<file path="src/rtl/pwm_pkg.sv">
// Shared definitions for the three-channel PWM generator and the
// configuration bus layout it shares with the SPI memory manager.
package pwm_pkg;

  localparam int unsigned DATA_W = 32;
  localparam int unsigned NUM_CH = 3;

  typedef logic [DATA_W-1:0] word_t;

  typedef enum logic {
    IDLE = 1'b0,
    RUN  = 1'b1
  } state_e;

  // Element k of duty_cycle holds duty_cycle_(k+1).
  typedef struct packed {
    word_t                    counter_value;
    word_t                    prescaler;
    word_t [NUM_CH-1:0]       duty_cycle;
  } pwm_cfg_t;

endpackage

</file>
<file path="src/rtl/pwm_channel.sv">
// One PWM channel: shadowed duty threshold, comparator against the shared
// period counter, and the registered output.
module pwm_channel
  import pwm_pkg::*;
(
  input  logic  i_Clk,
  input  logic  i_Rst,
  input  logic  load,
  input  logic  run,
  input  word_t per_cnt,
  input  word_t duty_in,
  output logic  pwm
);

  word_t duty_q, duty_d;
  logic  pwm_q, pwm_d;

  // Compare uses the shadow as it stands this cycle; a load lands next cycle.
  always_comb begin
    duty_d = load ? duty_in : duty_q;
    pwm_d  = run && (per_cnt < duty_q);
  end

  always_ff @(posedge i_Clk or posedge i_Rst) begin
    if (i_Rst) begin
      duty_q <= '0;
      pwm_q  <= 1'b0;
    end else begin
      duty_q <= duty_d;
      pwm_q  <= pwm_d;
    end
  end

  assign pwm = pwm_q;

endmodule

</file>
<file path="src/rtl/pwm_core.sv">
// Three-channel PWM generator: prescaler, shared period counter and
// IDLE/RUN control, with configuration shadowed at period boundaries.
module pwm_core
  import pwm_pkg::*;
(
  input  logic              i_Clk,
  input  logic              i_Rst,
  input  logic [DATA_W-1:0] counter_value,
  input  logic [DATA_W-1:0] prescaler,
  input  logic [DATA_W-1:0] duty_cycle_1,
  input  logic [DATA_W-1:0] duty_cycle_2,
  input  logic [DATA_W-1:0] duty_cycle_3,
  input  logic              enable_pwm,
  output logic [NUM_CH-1:0] pwm_out,
  output logic              period_start,
  output logic              running
);

  pwm_cfg_t cfg;
  state_e   state_q, state_d;
  word_t    pre_cnt_q, pre_cnt_d;
  word_t    per_cnt_q, per_cnt_d;
  word_t    sh_pre_q, sh_pre_d;
  word_t    sh_per_q, sh_per_d;
  logic     period_start_q, period_start_d;
  logic     running_q, running_d;
  logic     load, run, tick;

  always_comb begin
    cfg.counter_value = counter_value;
    cfg.prescaler     = prescaler;
    cfg.duty_cycle[0] = duty_cycle_1;
    cfg.duty_cycle[1] = duty_cycle_2;
    cfg.duty_cycle[2] = duty_cycle_3;
  end

  always_comb begin
    state_d        = state_q;
    pre_cnt_d      = pre_cnt_q;
    per_cnt_d      = per_cnt_q;
    period_start_d = 1'b0;
    running_d      = running_q;
    load           = 1'b0;
    run            = 1'b0;
    tick           = (pre_cnt_q == sh_pre_q);

    case (state_q)
      IDLE: begin
        pre_cnt_d = '0;
        per_cnt_d = '0;
        running_d = enable_pwm;
        if (enable_pwm) begin
          load           = 1'b1;
          period_start_d = 1'b1;
          state_d        = RUN;
        end
      end
      RUN: begin
        if (!enable_pwm) begin
          state_d   = IDLE;
          pre_cnt_d = '0;
          per_cnt_d = '0;
          running_d = 1'b0;
        end else begin
          run       = 1'b1;
          running_d = 1'b1;
          pre_cnt_d = tick ? '0 : pre_cnt_q + word_t'(1);
          // Equality test before increment keeps both counters from wrapping.
          if (tick) begin
            if (per_cnt_q == sh_per_q) begin
              per_cnt_d      = '0;
              load           = 1'b1;
              period_start_d = 1'b1;
            end else begin
              per_cnt_d = per_cnt_q + word_t'(1);
            end
          end
        end
      end
      default: state_d = IDLE;
    endcase

    sh_pre_d = load ? cfg.prescaler     : sh_pre_q;
    sh_per_d = load ? cfg.counter_value : sh_per_q;
  end

  always_ff @(posedge i_Clk or posedge i_Rst) begin
    if (i_Rst) begin
      state_q        <= IDLE;
      pre_cnt_q      <= '0;
      per_cnt_q      <= '0;
      sh_pre_q       <= '0;
      sh_per_q       <= '0;
      period_start_q <= 1'b0;
      running_q      <= 1'b0;
    end else begin
      state_q        <= state_d;
      pre_cnt_q      <= pre_cnt_d;
      per_cnt_q      <= per_cnt_d;
      sh_pre_q       <= sh_pre_d;
      sh_per_q       <= sh_per_d;
      period_start_q <= period_start_d;
      running_q      <= running_d;
    end
  end

  for (genvar k = 0; k < NUM_CH; k++) begin : g_ch
    pwm_channel u_ch (
      .i_Clk   (i_Clk),
      .i_Rst   (i_Rst),
      .load    (load),
      .run     (run),
      .per_cnt (per_cnt_q),
      .duty_in (cfg.duty_cycle[k]),
      .pwm     (pwm_out[k])
    );
  end

  assign period_start = period_start_q;
  assign running      = running_q;

endmodule

</file>
<file path="config.mk">
export PLATFORM = sky130hd
export DESIGN_NAME = pwm_core
export DESIGN_NICKNAME = d
export VERILOG_FILES = /design/src/rtl/pwm_pkg.sv /design/src/rtl/pwm_channel.sv /design/src/rtl/pwm_core.sv
export SDC_FILE = /design/constraint.sdc
export NUM_CORES = 1
export LEC_CHECK = 0
export ABC_AREA = 0
export CORE_MARGIN = 3
export CORE_UTILIZATION = 51
export CTS_CLUSTER_DIAMETER = 100
export DETAILED_ROUTE_END_ITERATION = 8
export MAX_ROUTING_LAYER = met4
export PLACE_DENSITY = 0.83
export SYNTH_ARGS = -nofsm -noshare
export SYNTH_HDL_FRONTEND = slang
export SYNTH_SLANG_ARGS = --single-unit
</file>
<file path="constraint.sdc">
create_clock -name i_Clk -period 6.6 [get_ports i_Clk]
set_clock_uncertainty 0.15 [all_clocks]
set_input_delay 0.66 -clock i_Clk [delete_from_list [all_inputs] [get_ports i_Clk]]
set_output_delay 0.66 -clock i_Clk [all_outputs]
set_load 0.05 [all_outputs]
</file>
==> results_dict.tcl <==
set metrics [dict create \
    final_common_cell "dfrtp_1" \
    grt_pass1_wl_um 50400 \
    cts_resized 0 \
    cts_setup_buffers 0 \
    ctsHoldBuffers 0 \
    ant_nets 0 \
    cp.required_ns 6.85 \
    arrival_ns 3.60 \
    setup_violations 0 \
    status "finished clean" \
    startpoint "pre_cnt_q[29]$_DFF_PP0_" \
    area.growth.synth_to_final_pct 21.1 \
    cts.path.max_buffers 3 \
    worst_slew_pin_slew_ns 1.04 \
    vias 9277 \
    grt_usage_pct 23.9 \
    synth-warning-count 0 \
    yosys.cell_types.count 48 \
    synthSimpleGateAreaFrac_pct 10.8 \
    min_from "g_ch[0].u_ch.duty_q[20]$_DFFE_PP0P_" \
    synthXorXnorAreaFrac_pct 6.16 \
    crit_type "reg2reg" \
    syn_nets 1381 \
    setup_tns_ns 0 \
    drive_gt1_share_pct 17.2 \
    clk_latency_ns 0.52 \
    dp_hpwl_um 23100 \
    cts.sinks 229 \
    die_h_um 165 \
    drt-vias-per-instance 5.71 \
    netlist_area_um2 12900 \
    clk_transition_reported_paths_ns 0.06 \
    synth.area.mux_share_pct 16.6 \
    cts_tree "yes" \
    cap_violations 0 \
    num_antenna_cells 0 \
    end_kind "flip-flop" \
    fp.dieW_um 165 \
    cp_slowest_cell "buf_4" \
    die_area_um2 27300 \
    initial_core_util_pct 52.6 \
    r2r-start "pre_cnt_q[29]$_DFF_PP0_" \
    startpoint_type "flip-flop" \
    ir_drop_uv 180 \
    synth-compound-area-share_pct 7.20 \
    synthArstFlopShare_pct 100 \
    yosys_register_bits 229 \
    synthAdderAreaFrac_pct 9.18 \
    cts_htree_levels 1 \
    cp_cell_sequence "xor2_1 -> nor4_1 -> and4_2 -> nand4_2 -> a21boi_4 -> buf_4 -> mux2_2" \
    synth_top_family_by_area "multiplexers" \
    drv_slew 0 \
    nets 1540 \
    fmax_mhz 299 \
    num_rows 57 \
    critPathMaxFanout 48 \
    grt_pass1_vias 9603 \
    port_buffers 167 \
    grt_antenna_before_repair 0 \
    dpl_worst_slack_ns 3.32 \
    power_density_nw_per_um2 242 \
    rsz0062_at_grt "no" \
    drc_errors 0 \
    min_period_over_period_pct 50.7 \
    grt_start_max_net_pins 75 \
    finalWirelength_um 31600 \
    io_pins 168 \
    yosysSeqAreaShare_pct 44.3 \
    hold_path.class "reg2reg" \
    avgRoutedWirePerCell_um 19.5 \
    core_region_area_um2 24600 \
    cts_buffers 26 \
    cts_root_buffer "clkbuf_16" \
    routabilityCongestion 0.914 \
    whs_ns 0.356 \
    relSlewSlack_pct 30.4 \
    postLayoutSetupSlackWorst_ns 3.25 \
    dr.pass1.iters 5 \
    reg2reg_setup_slack_ns 3.25 \
    slowest_delay_ns 0.62 \
    overflow 0 \
    ys.flop_type "dfrtp_1" \
    synth_cells 1123 \
    finalHoldViolations 0 \
    power.leakage_nw 7.29 \
    min_period_ns 3.35 \
    layout_common_cells "dfrtp_1, clkdlybuf4s50_1, inv_1" \
    avgSynthCellArea_um2 11.5 \
    synth_edf_count 0 \
    drtIter0Drc 722 \
]
==> worst paths after layout <==
kind                                                       end  cells after the start
setup reg to reg           g_ch[1].u_ch.duty_q[17]$_DFFE_PP0P_                      7
min in group asynchronous             sh_per_q[13]$_DFFE_PP0P_                      2
hold / removal             g_ch[0].u_ch.duty_q[20]$_DFFE_PP0P_                      1
hold reg to reg            g_ch[0].u_ch.duty_q[20]$_DFFE_PP0P_                      1
max in group asynchronous               pre_cnt_q[2]$_DFF_PP0_                      3
setup / recovery           g_ch[1].u_ch.duty_q[17]$_DFFE_PP0P_                      7
==> kinds of logic (layout without fill, tap and decap cells) <==
group	Yosys count	count (layout)
AO/OA/AOI/OAI	147	147
XOR/XNOR	91	91
adder cells (fa/ha/maj)	95	95
buffers and inverters	145	323
flip-flops	229	229
multiplexers	161	161
AND/OR/NAND/NOR	255	255
==> flip-flops by register name, indices dropped and copies added, names as in the netlist <==
register,count
period_start,1
sh_pre_q,32
g_ch.u_ch.pwm,3
sh_per_q,32
g_ch.u_ch.duty_q,96
running,1
pre_cnt_q,32
per_cnt_q,32
==> layer usage <==
| layer | track usage [%] | vias up | wire length (um) |
|---|---|---|---|
| li1 | - | 4296 | - |
| met1 | 31.3 | 4574 | 13500 |
| met2 | 38.9 | 339 | 15200 |
| met3 | 3.07 | 68 | 1920 |
| met4 | 7.45 | 0 | 985 |
| met5 | - | - | 0 |
==> stage by stage <==
step                power, mW  cells  area [um^2]  util (%)
floorplan                2.05   1123        12900         -
global placement         2.25   1578        14700      59.9
detailed placement       2.27   1578        14700      59.9
CTS                      3.82   1625        15700      63.7
global route             3.94   1625        15700      63.7
finish                   3.79   1625        15700      63.7
==> synth_stat cells, drive strengths merged, types with 12 or more instances <==
| library cell | count | area (um^2) |
|---|---|---|
| mux2 | 160 | 2140 |
| or3 | 15 | 93.8 |
| nand4 | 44 | 282 |
| nor4 | 16 | 125 |
| xnor2 | 47 | 412 |
| nand3 | 22 | 110 |
| o31ai | 16 | 120 |
| a21oi | 54 | 274 |
| and4 | 12 | 106 |
| dfrtp | 229 | 5730 |
| inv | 101 | 379 |
| xor2 | 44 | 385 |
| clkbuf | 17 | 63.8 |
| a21o | 32 | 240 |
| or4 | 14 | 105 |
| nor2 | 51 | 191 |
| nand2 | 45 | 169 |
| buf | 27 | 313 |
| o21ai | 22 | 110 |
| ha | 95 | 1190 |
| nor3 | 13 | 65.1 |
==> area by class of cell <==
class	instances	area (um^2)
fillers	1882	8930
multi-input cells	749	6470
flip-flops and latches	229	5730
repair buffers	175	1760
clock buffers	33	738
well taps	324	405
inverters	101	383
clock inverters	14	188
==> power by group <==
| group | total, mW | leakage [nW] | internal, mW | switching [mW] |
|---|---|---|---|---|
| Sequential | 1.66 | 2.83 | 1.55 | 0.109 |
| Clock | 1.54 | 0.462 | 0.950 | 0.588 |
| Combinational | 0.592 | 4.00 | 0.345 | 0.247 |
| Total | 3.79 | 7.29 | 2.85 | 0.944 |
==> worst max-delay path, delay by kind of cell (launching register included) <==
family	cells	cell delay, ns
AND/OR/NAND/NOR	3	1.01
buffers and inverters	1	0.62
flip-flops	1	0.43
multiplexers	1	0.42
AO/OA/AOI/OAI	1	0.36
XOR/XNOR	1	0.19
No activity file was read; power rests on OpenSTA's default activity.
